[config.mk]
export PLATFORM = sky130hd
export DESIGN_NAME = systolic_array_sched
export DESIGN_NICKNAME = d
export VERILOG_FILES = /design/src/rtl/systolic_pkg.sv /design/src/rtl/systolic_skew_buf.sv /design/src/rtl/systolic_array_sched.sv
export SDC_FILE = /design/constraint.sdc
export NUM_CORES = 1
export LEC_CHECK = 0
export CAP_MARGIN = 40
export CORE_MARGIN = 1.5
export CORE_UTILIZATION = 33
export DETAILED_ROUTE_END_ITERATION = 10
export PLACE_DENSITY = 0.5
export SLEW_MARGIN = 20
export SYNTH_ARGS = -nofsm -noshare
export SYNTH_HDL_FRONTEND = slang
export SYNTH_SLANG_ARGS = --single-unit
[constraint.sdc]
create_clock -name clk -period 3.15 [get_ports clk]
set_clock_uncertainty 0.05 [all_clocks]
set_input_delay 0.315 -clock clk [delete_from_list [all_inputs] [get_ports clk]]
set_output_delay 0.315 -clock clk [all_outputs]
set_load 0.01 [all_outputs]
[src/rtl/systolic_pkg.sv]
// Shared types and timing helpers for the systolic array scheduler and its operand buffers.
package systolic_pkg;

    localparam int DEFAULT_BIT_WIDTH = 8;

    typedef logic [DEFAULT_BIT_WIDTH-1:0] operand_t;

    typedef enum logic [2:0] {
        IDLE,
        CLEAR,
        FEED,
        DRAIN,
        DONE
    } sched_state_t;

    function automatic int feedLen(input int dim);
        return 2 * dim - 1;
    endfunction

    // Covers the DIM-1 hops to the far corner, the cell commit latency and the
    // extra cycle of the feeder's own output register in front of the mesh edge.
    function automatic int drainLen(input int dim, input int cellLat);
        return dim + cellLat;
    endfunction

endpackage

[src/rtl/systolic_skew_buf.sv]
// DIM x DIM operand buffer with a write port and a diagonally skewed read port.
module systolic_skew_buf #(
    parameter int BIT_WIDTH = 8,
    parameter int DIM       = 4,
    parameter int IDX_W     = 2,
    parameter int T_W       = 3
) (
    input  logic                     clk_i,
    input  logic                     reset_i,
    input  logic                     wrEn_i,
    input  logic [IDX_W-1:0]         wrRow_i,
    input  logic [IDX_W-1:0]         wrCol_i,
    input  logic [BIT_WIDTH-1:0]     wrData_i,
    input  logic [T_W-1:0]           rdT_i,
    input  logic                     colMajor_i,
    output logic [DIM-1:0]           rdEn_o,
    output logic [DIM*BIT_WIDTH-1:0] rdData_o
);

    logic [BIT_WIDTH-1:0] mem_q [DIM][DIM];

    // Indices beyond DIM-1 are only reachable when DIM is not a power of two; they are dropped.
    always_ff @(posedge clk_i) begin
        if (reset_i) begin
            for (int r = 0; r < DIM; r++) begin
                for (int c = 0; c < DIM; c++) begin
                    mem_q[r][c] <= '0;
                end
            end
        end else if (wrEn_i && (int'(wrRow_i) < DIM) && (int'(wrCol_i) < DIM)) begin
            mem_q[wrRow_i][wrCol_i] <= wrData_i;
        end
    end

    // Lane i carries element k = t - i of its row (A) or column (B) while 0 <= k < DIM.
    always_comb begin
        rdEn_o   = '0;
        rdData_o = '0;
        for (int i = 0; i < DIM; i++) begin
            int k;
            k = int'(rdT_i) - i;
            if ((k >= 0) && (k < DIM)) begin
                rdEn_o[i] = 1'b1;
                if (colMajor_i) begin
                    rdData_o[i*BIT_WIDTH +: BIT_WIDTH] = mem_q[IDX_W'(k)][IDX_W'(i)];
                end else begin
                    rdData_o[i*BIT_WIDTH +: BIT_WIDTH] = mem_q[IDX_W'(i)][IDX_W'(k)];
                end
            end
        end
    end

endmodule

[src/rtl/systolic_array_sched.sv]
// Scheduler/feeder for a DIM x DIM systolic mesh: clears the accumulators, streams skewed A/B edges, pulses done.
module systolic_array_sched
    import systolic_pkg::*;
#(
    parameter int BIT_WIDTH = 8,
    parameter int DIM       = 4,
    parameter int CELL_LAT  = 1
) (
    input  logic                     clk,
    input  logic                     reset,
    input  logic                     start,
    output logic                     busy,
    output logic                     done,
    input  logic                     ld_en,
    input  logic                     ld_sel,
    input  logic [$clog2(DIM)-1:0]   ld_row,
    input  logic [$clog2(DIM)-1:0]   ld_col,
    input  logic [BIT_WIDTH-1:0]     ld_data,
    output logic                     arr_clr,
    output logic [DIM-1:0]           en_in_a,
    output logic [DIM*BIT_WIDTH-1:0] in_a,
    output logic [DIM-1:0]           en_in_b,
    output logic [DIM*BIT_WIDTH-1:0] in_b
);

    localparam int IDX_W     = $clog2(DIM);
    localparam int CNT_W     = $clog2(2 * DIM);
    localparam int FEED_LEN  = feedLen(DIM);
    localparam int DRAIN_LEN = drainLen(DIM, CELL_LAT);

    sched_state_t           state_q;
    logic [CNT_W-1:0]       feedT_q;
    logic [CNT_W-1:0]       feedT_d;
    logic [CNT_W-1:0]       drainCnt_q;
    logic                   busy_q;
    logic                   done_q;
    logic                   arrClr_q;
    logic [DIM-1:0]         enA_q;
    logic [DIM-1:0]         enB_q;
    logic [DIM*BIT_WIDTH-1:0] inA_q;
    logic [DIM*BIT_WIDTH-1:0] inB_q;

    logic                   wrEn;
    logic [DIM-1:0]         skewEnA;
    logic [DIM-1:0]         skewEnB;
    logic [DIM*BIT_WIDTH-1:0] skewDataA;
    logic [DIM*BIT_WIDTH-1:0] skewDataB;

    assign wrEn    = ld_en && ((state_q == IDLE) || (state_q == DONE));
    // The skew ports look up the step about to be registered, so the edges change with the counter.
    assign feedT_d = (state_q == FEED) ? feedT_q + CNT_W'(1) : '0;

    systolic_skew_buf #(
        .BIT_WIDTH (BIT_WIDTH),
        .DIM       (DIM),
        .IDX_W     (IDX_W),
        .T_W       (CNT_W)
    ) bufA (
        .clk_i      (clk),
        .reset_i    (reset),
        .wrEn_i     (wrEn && !ld_sel),
        .wrRow_i    (ld_row),
        .wrCol_i    (ld_col),
        .wrData_i   (ld_data),
        .rdT_i      (feedT_d),
        .colMajor_i (1'b0),
        .rdEn_o     (skewEnA),
        .rdData_o   (skewDataA)
    );

    systolic_skew_buf #(
        .BIT_WIDTH (BIT_WIDTH),
        .DIM       (DIM),
        .IDX_W     (IDX_W),
        .T_W       (CNT_W)
    ) bufB (
        .clk_i      (clk),
        .reset_i    (reset),
        .wrEn_i     (wrEn && ld_sel),
        .wrRow_i    (ld_row),
        .wrCol_i    (ld_col),
        .wrData_i   (ld_data),
        .rdT_i      (feedT_d),
        .colMajor_i (1'b1),
        .rdEn_o     (skewEnB),
        .rdData_o   (skewDataB)
    );

    always_ff @(posedge clk) begin
        if (reset) begin
            state_q    <= IDLE;
            feedT_q    <= '0;
            drainCnt_q <= '0;
            busy_q     <= 1'b0;
            done_q     <= 1'b0;
            arrClr_q   <= 1'b0;
            enA_q      <= '0;
            enB_q      <= '0;
            inA_q      <= '0;
            inB_q      <= '0;
        end else begin
            arrClr_q <= 1'b0;
            done_q   <= 1'b0;
            enA_q    <= '0;
            enB_q    <= '0;
            inA_q    <= '0;
            inB_q    <= '0;
            unique case (state_q)
                IDLE: begin
                    if (start) begin
                        state_q  <= CLEAR;
                        arrClr_q <= 1'b1;
                        busy_q   <= 1'b1;
                    end
                end
                CLEAR: begin
                    state_q <= FEED;
                    feedT_q <= feedT_d;
                    enA_q   <= skewEnA;
                    enB_q   <= skewEnB;
                    inA_q   <= skewDataA;
                    inB_q   <= skewDataB;
                end
                FEED: begin
                    if (feedT_q == CNT_W'(FEED_LEN - 1)) begin
                        state_q    <= DRAIN;
                        drainCnt_q <= '0;
                    end else begin
                        feedT_q <= feedT_d;
                        enA_q   <= skewEnA;
                        enB_q   <= skewEnB;
                        inA_q   <= skewDataA;
                        inB_q   <= skewDataB;
                    end
                end
                DRAIN: begin
                    if (drainCnt_q == CNT_W'(DRAIN_LEN - 1)) begin
                        state_q <= DONE;
                        busy_q  <= 1'b0;
                        done_q  <= 1'b1;
                    end else begin
                        drainCnt_q <= drainCnt_q + CNT_W'(1);
                    end
                end
                DONE: begin
                    state_q <= IDLE;
                end
                default: begin
                    state_q <= IDLE;
                end
            endcase
        end
    end

    assign busy    = busy_q;
    assign done    = done_q;
    assign arr_clr = arrClr_q;
    assign en_in_a = enA_q;
    assign en_in_b = enB_q;
    assign in_a    = inA_q;
    assign in_b    = inB_q;

endmodule

==> Yosys cells after proc, flatten, opt, wreduce, memory -nomap -nowiden <==
Memory sizes are Yosys's and may differ from the RTL's.
Index checks and enable logic that the tools add are counted.
{ "classes": {"n_reduce_logical": 22, "muxes": 61, "n_eq_ne": 11, "n_addsub": 5, "order_cmp": 14, "bitwise_logic": 7} }
{ "op_table": {"columns": ["operator", "n"], "rows": [
  ["2-to-1 mux 32 bit", 8],
  ["2-to-1 mux 8 bit", 17],
  ["case mux 32 bit (2 select lines)", 2],
  ["greater-or-equal comparator 32 x 1 -> 1 bit (second input constant)", 3],
  ["less-than comparator 32 x 4 -> 1 bit (second input constant)", 3],
  ["binary-select mux 8 bit (select 2 bit)", 4],
  ["OR reduction 32 bit", 2],
  ["2-to-1 mux 3 bit", 7],
  ["demux 8 bit (select 2 bit)", 1],
  ["2-to-1 mux 1 bit", 14],
  ["greater-or-equal comparator 2 x 3 -> 1 bit (second input constant)", 4],
  ["case mux 3 bit (2 select lines)", 2],
  ["case mux 3 bit (4 select lines)", 1],
  ["== test 3 bit (second input constant)", 3],
  ["AND reduction 3 bit", 3],
  ["logical AND 1 bit", 8],
  ["inequality test 2 bit (second input constant)", 4],
  ["inverter 2 bit", 4],
  ["case mux 4 bit (2 select lines)", 1],
  ["subtractor 3 x 2 -> 4 bit (second input constant)", 2],
  ["adder 3 x 1 -> 3 bit (second input constant)", 2],
  ["== test 3 x 2 -> 1 bit (second input constant)", 2],
  ["nonzero test 2 bit", 3],
  ["2-to-1 mux 2 bit", 2],
  ["16 further kinds", 18]
]} }
{ "totals": {"wordCells": 131, "in_bits": 17, "out_inout_bits": 75, "ram_bits": 256, "mem_count": 2, "ff_bits": 80} }
{ "memory_table": {"columns": ["memory", "depth", "width", "rd", "rd_ports_with_merged_regs", "write_ports", "line", "rtl"], "rows": [
  ["bufA.mem_q", 4, 32, 4, 0, 4, "systolic_skew_buf.sv:20", "logic [BIT_WIDTH-1:0] mem_q [DIM][DIM];"],
  ["bufB.mem_q", 4, 32, 2, 0, 4, "systolic_skew_buf.sv:20", null]
]} }

==> Logic depth before layout (Yosys ltp) <==
{ "depth": {"depth_word": 10, "ltp_mapped": 11, "mapped_depth_nobuf": 7} }

==> Modules after synthesis <==
A second synthesis with hierarchy kept.
{ "unflattened": {"hier_cells": 1179, "area_unflattened_um2": 16185.5} }
{ "by_module_without_submodules": {"columns": ["module", "instances", "area_each_um2", "cells_each"], "rows": [
  ["systolic_skew_buf at bufA", 1, 6523.8, 473],
  ["systolic_skew_buf at bufB", 1, 6517.5, 467],
  ["systolic_array_sched", 1, 3144.3, 239]
]} }

==> Worst setup path before layout <==
OpenSTA, ideal clock, no wires.
{ "synth_path": {"path_type": "reg-to-reg", "startpoint": "reg feedT_q[0]", "endpoint": "reg inA_q[30] (netlist: in_a[30])", "setup_time_ps": 138, "n_path_buf": 4, "required_time_ps": 2962, "path_stages_with_launch": 11, "setup_slack_ps": -254, "t_arrival_ps": 3216, "synth_period_minus_slack_ps": 3404, "cell_sequence": "dfxtp_1 clkbuf_1 inv_1 ha_1 or4b_1 clkbuf_1 clkbuf_1 ha_1 clkbuf_1 mux4_2 nor2b_1"} }
{ "synth_via": {"elab_chain_cells": 10, "word_cells_on_any_way": 14, "cone_classes": "2 x add/sub; 2 x order compare; 1 x eq/ne; 7 x mux; 1 x bitwise; 1 x reduce/logical"} }
{ "synth_lines": {"columns": ["item", "line", "rtl"], "rows": [
  ["start, declared", "systolic_array_sched.sv:32", "logic [CNT_W-1:0] feedT_q;"],
  ["start signal, assigned", "systolic_array_sched.sv:118", "feedT_q <= feedT_d;"],
  ["start signal, assigned", "systolic_array_sched.sv:129", "feedT_q <= feedT_d;"],
  ["branches (longest 9 deep; another with greater-or-equal comparator 32 x 1 -> 1 bit)", null, null],
  ["case mux 32 bit (2 select lines) (*)", "systolic_array_sched.sv:108", "unique case (state_q)"],
  ["end signal, assigned", "systolic_array_sched.sv:121", "inA_q <= skewDataA;"],
  ["end signal, assigned", "systolic_array_sched.sv:132", "inA_q <= skewDataA;"],
  ["end, declared", "systolic_array_sched.sv:40", "logic [DIM*BIT_WIDTH-1:0] inA_q;"]
]} }
Every way passes the cells marked *. The select of a mux whose other input is x is not followed.
A chain may end at the register's enable or synchronous reset.

==> Worst setup path after layout <==
{ "layout_path": {"startpoint": "reg feedT_q[0]", "endpoint": "reg inB_q[9] (netlist: in_b[9])"} }
{ "layout_via": {"elab_chain_cells": 8, "word_cells_on_any_way": 11, "cone_classes": "2 x add/sub; 2 x order compare; 1 x eq/ne; 4 x mux; 1 x reduce/logical; 1 x memory"} }
{ "layout_lines": {"columns": ["item", "line", "rtl"], "rows": [
  ["adder 3 x 1 -> 3 bit", "systolic_array_sched.sv:51", "assign feedT_d = (state_q == FEED) ? feedT_q + CNT_W'(1) : '0;"],
  ["2-to-1 mux 3 bit", "systolic_array_sched.sv:51", null],
  ["subtractor 3 x 1 -> 4 bit", "systolic_skew_buf.sv:41", "k = int'(rdT_i) - i;"],
  ["greater-or-equal comparator 32 x 1 -> 1 bit / less-than comparator 32 x 4 -> 1 bit (equally long branches)", "systolic_skew_buf.sv:42", "if ((k >= 0) && (k < DIM)) begin"],
  ["logical AND 1 bit", "systolic_skew_buf.sv:42", null],
  ["2-to-1 mux 8 bit", "systolic_skew_buf.sv:42", null],
  ["2-to-1 mux 32 bit", "systolic_array_sched.sv:125", "if (feedT_q == CNT_W'(FEED_LEN - 1)) begin"],
  ["case mux 32 bit (2 select lines) (*)", "systolic_array_sched.sv:108", null],
  ["end signal, assigned", "systolic_array_sched.sv:122", "inB_q <= skewDataB;"],
  ["end signal, assigned", "systolic_array_sched.sv:133", "inB_q <= skewDataB;"],
  ["end, declared", "systolic_array_sched.sv:41", "logic [DIM*BIT_WIDTH-1:0] inB_q;"]
]} }
Mark *: on every way between the ends. The rest lies on a longest branch, timed or not.

==> flow_summary.json <==
{
  "drt_iter0_drc": 305,
  "endpoint_kind": "flop",
  "status": "completed",
  "slew_headroom": 0.5853,
  "hp-start": "bufA.mem_q[1][25]",
  "r2r_setup_slack_ns": 0.33,
  "grtUsageTotal": 0.1576,
  "critPathKind": "reg -> reg",
  "path_cells": "inv_1 > ha_1 > or4b_2 > ha_1 > nor4b_1 > o311ai_4 > buf_8 > a21oi_1",
  "io_pins": 92,
  "min_path_type": "reg -> reg",
  "wl_per_cell_um": 18.28,
  "routed_via_density": 4.639,
  "finalWorstSetupSlack_ns": 0.3266,
  "dp_slack_ns": 0.2564,
  "core_area_mm2": 0.03262,
  "hold_viol": 0,
  "grt_pass1_wl_um": 40110,
  "cts_buffers": 29,
  "clk_path_buf_depth": 3,
  "crit_slowest_cell": "or4b_2",
  "multi_input_area_mm2": 0.003550,
  "cts_max_level": 1,
  "fin_cells": 1433,
  "cp_top_family": "simple AND/OR/NAND/NOR gates",
  "hold_buffers": 0,
  "start_util": 0.3356,
  "setup_violations": 0,
  "yosysUniqueCellTypes": 54,
  "crit_arrival_ns": 3.25,
  "timing.setup.tns_ns": 0,
  "grt_antenna_before_repair": 2,
  "synthDominantCellAreaShare": 0.5266,
  "vias": 6648,
  "regArea_mm2": 0.007048,
  "timing.final.max_slew_violations": 0,
  "fin_total_pwr_uw": 7540,
  "vdd_drop_max_mv": 0.3951,
  "cpPeakStageDelay_ns": 0.63,
  "cpMostUsedCell": "ha_1",
  "synth_flop_cell": "edfxtp_1",
  "ys_top_cells_by_count": "and2_1 (192), edfxtp_1 (192), nand2_1 (69)",
  "min_period_ns": 2.823,
  "die_h_um": 185.1,
  "max_freq_mhz": 354.2,
  "power.density_mw_per_mm2": 567.5,
  "ant_nets": 0,
  "crit_required_ns": 3.57,
  "dp_hpwl_um": 16870,
  "ys_seq_elements": 256,
  "layout-drive-gt1-share": 0.1455,
  "yosysSeqAreaShare": 0.6437,
  "remaining_drc_errors": 0,
  "clkSinkCount": 256,
  "syn_area_per_cell_um2": 12.66,
  "finalCritPeriodShare": 0.8963,
  "io_buffers": 75,
  "fill_cells": 3120,
  "p_leak_uw": 0.004973,
  "cts_tree": "done",
  "rsz0062_at_grt": "no",
  "syn_area_mm2": 0.01095,
  "crit_path_start": "feedT_q[0]",
  "rr_startpoint": "feedT_q[0]",
  "netlist_top_cells_area": "edfxtp_1 (53%), dfxtp_1 (12%), and2_1 (11%)",
  "wl_um": 26200,
  "crit_path_max_fanout": 11,
  "yosys.area.top_type": "edfxtp_1",
  "gr-total-overflow": 0,
  "final_nets": 990,
  "grt_max_degree": 54,
  "die_w_um": 185.1,
  "maxCapViolations": 0,
  "cp-start-kind": "flop",
  "path_clk_slew_ns": 0.06,
  "syn2layout_area_growth_pct": 21.36,
  "tightest_slew_ns": 0.6205,
  "rows": 66,
  "drtPass1Iterations": 4,
  "worstPathBufferInverterCount": 2,
  "grt_pass1_vias": 6665,
  "async_reset_ff_frac": 0,
  "synth-edff-count": 192,
  "gp_congestion": 0.7845,
  "dp.cells": 1378,
  "cts_root_buffer": "clkbuf_16",
  "dieArea_mm2": 0.03428,
  "synthCells": 865,
  "insertion_delay_ns": 0.54,
  "synth_warnings": 0
}
state kept, by name, summed over array words and instances (netlist names):
| name | flops |
|---|---|
| arr_clr | 1 |
| bufA.mem_q | 128 |
| bufB.mem_q | 64 |
| busy | 1 |
| done | 1 |
| drainCnt_q | 3 |
| en_in_b | 4 |
| feedT_q | 3 |
| in_a | 32 |
| in_b | 16 |
| state_q | 3 |
path summary, 6_finish.rpt:
check	to	cells after the start
setup / recovery	in_b[9]	8
hold / removal	in_a[9]	2
setup reg to reg	in_b[9]	8
hold reg to reg	in_a[9]	2
layout by cell type (no fill, tap or decap), drive strengths merged, types with 3 or more instances in the layout:
cell	n
mux2i	17
clkdlybuf4s50	75
clkbuf	37
nor2	39
edfxtp	192
a2bb2oi	16
nand3	7
ha	6
a311oi	25
a21oi	20
or2	25
nand2b	4
and3	3
dfxtp	64
inv	13
mux4	8
clkinv	12
nand2	69
and2	192
nor2b	35
a211oi	26
bufinv	3
conb	16
buf	52
metrics by stage:
stage | hold slack (ns) | area (um2) | util
after global routing | 0.4627 | 13280 | 0.4073
final | 0.4509 | 13290 | 0.4073
after CTS | 0.4321 | 13280 | 0.4071
after detailed placement | 0.4481 | 12350 | 0.3785
after floorplan | 0.4109 | 11010 | -
after global placement | 0.4312 | 12320 | 0.3778
worst reg2reg max path, stage by stage (launching register included):
cell	delay (ns)
dfxtp_2	0.33
inv_1	0.05
ha_1	0.36
or4b_2	0.63
ha_1	0.22
nor4b_1	0.49
o311ai_4	0.25
buf_8	0.24
a21oi_1	0.12
cells by family (layout without fill, tap and decap cells):
family          after synthesis  in the layout  share of synthesized area
compound gates               99             99                    0.07417
xor+xnor                      4              4                   0.003201
fa+ha+maj                     6              6                   0.006857
buf+inv                      83            193                    0.03726
flops                       256            256                     0.6437
mux                          25             25                    0.03200
other cells                   1             17                  0.0003425
simple gates                391            391                     0.2025
power by group:
| part | leakage (uW) | internal [uW] | switching, uW |
|---|---|---|---|
| registers | 0.00251 | 3720 | 31.7 |
| clock network | 0.000456 | 1970 | 1330 |
| logic | 0.00201 | 177 | 307 |
| total | 0.00497 | 5870 | 1670 |
final cells by class:
class	instances	area share
Clock inverter	17	0.01187
Inverter	12	0.003578
Sequential cell	256	0.5305
Multi-Input combinational cell	541	0.2672
Antenna cell	1	0.0001883
Tap cell	442	0.04162
Clock buffer	37	0.05839
Timing Repair Buffer	127	0.08673
per-layer routing:
layer  GRT usage  vias to the layer above  wire length (um)
met4     0.04130                        0               618
li1            -                     3225                 -
met2      0.2639                      135             12400
met1      0.2127                     3240             12210
met5           0                        -                 0
met3     0.02418                       48               972
what timing repair did:
| action | in CTS | in global routing |
|---|---|---|
| endpoints found under the hold margin | 0 | 0 |
| buffers inserted | 0 | 0 |
| gates resized for setup | 0 | 1 |
| endpoints found under the setup margin | 0 | 5 |
Power figures use the tool's default switching activity.
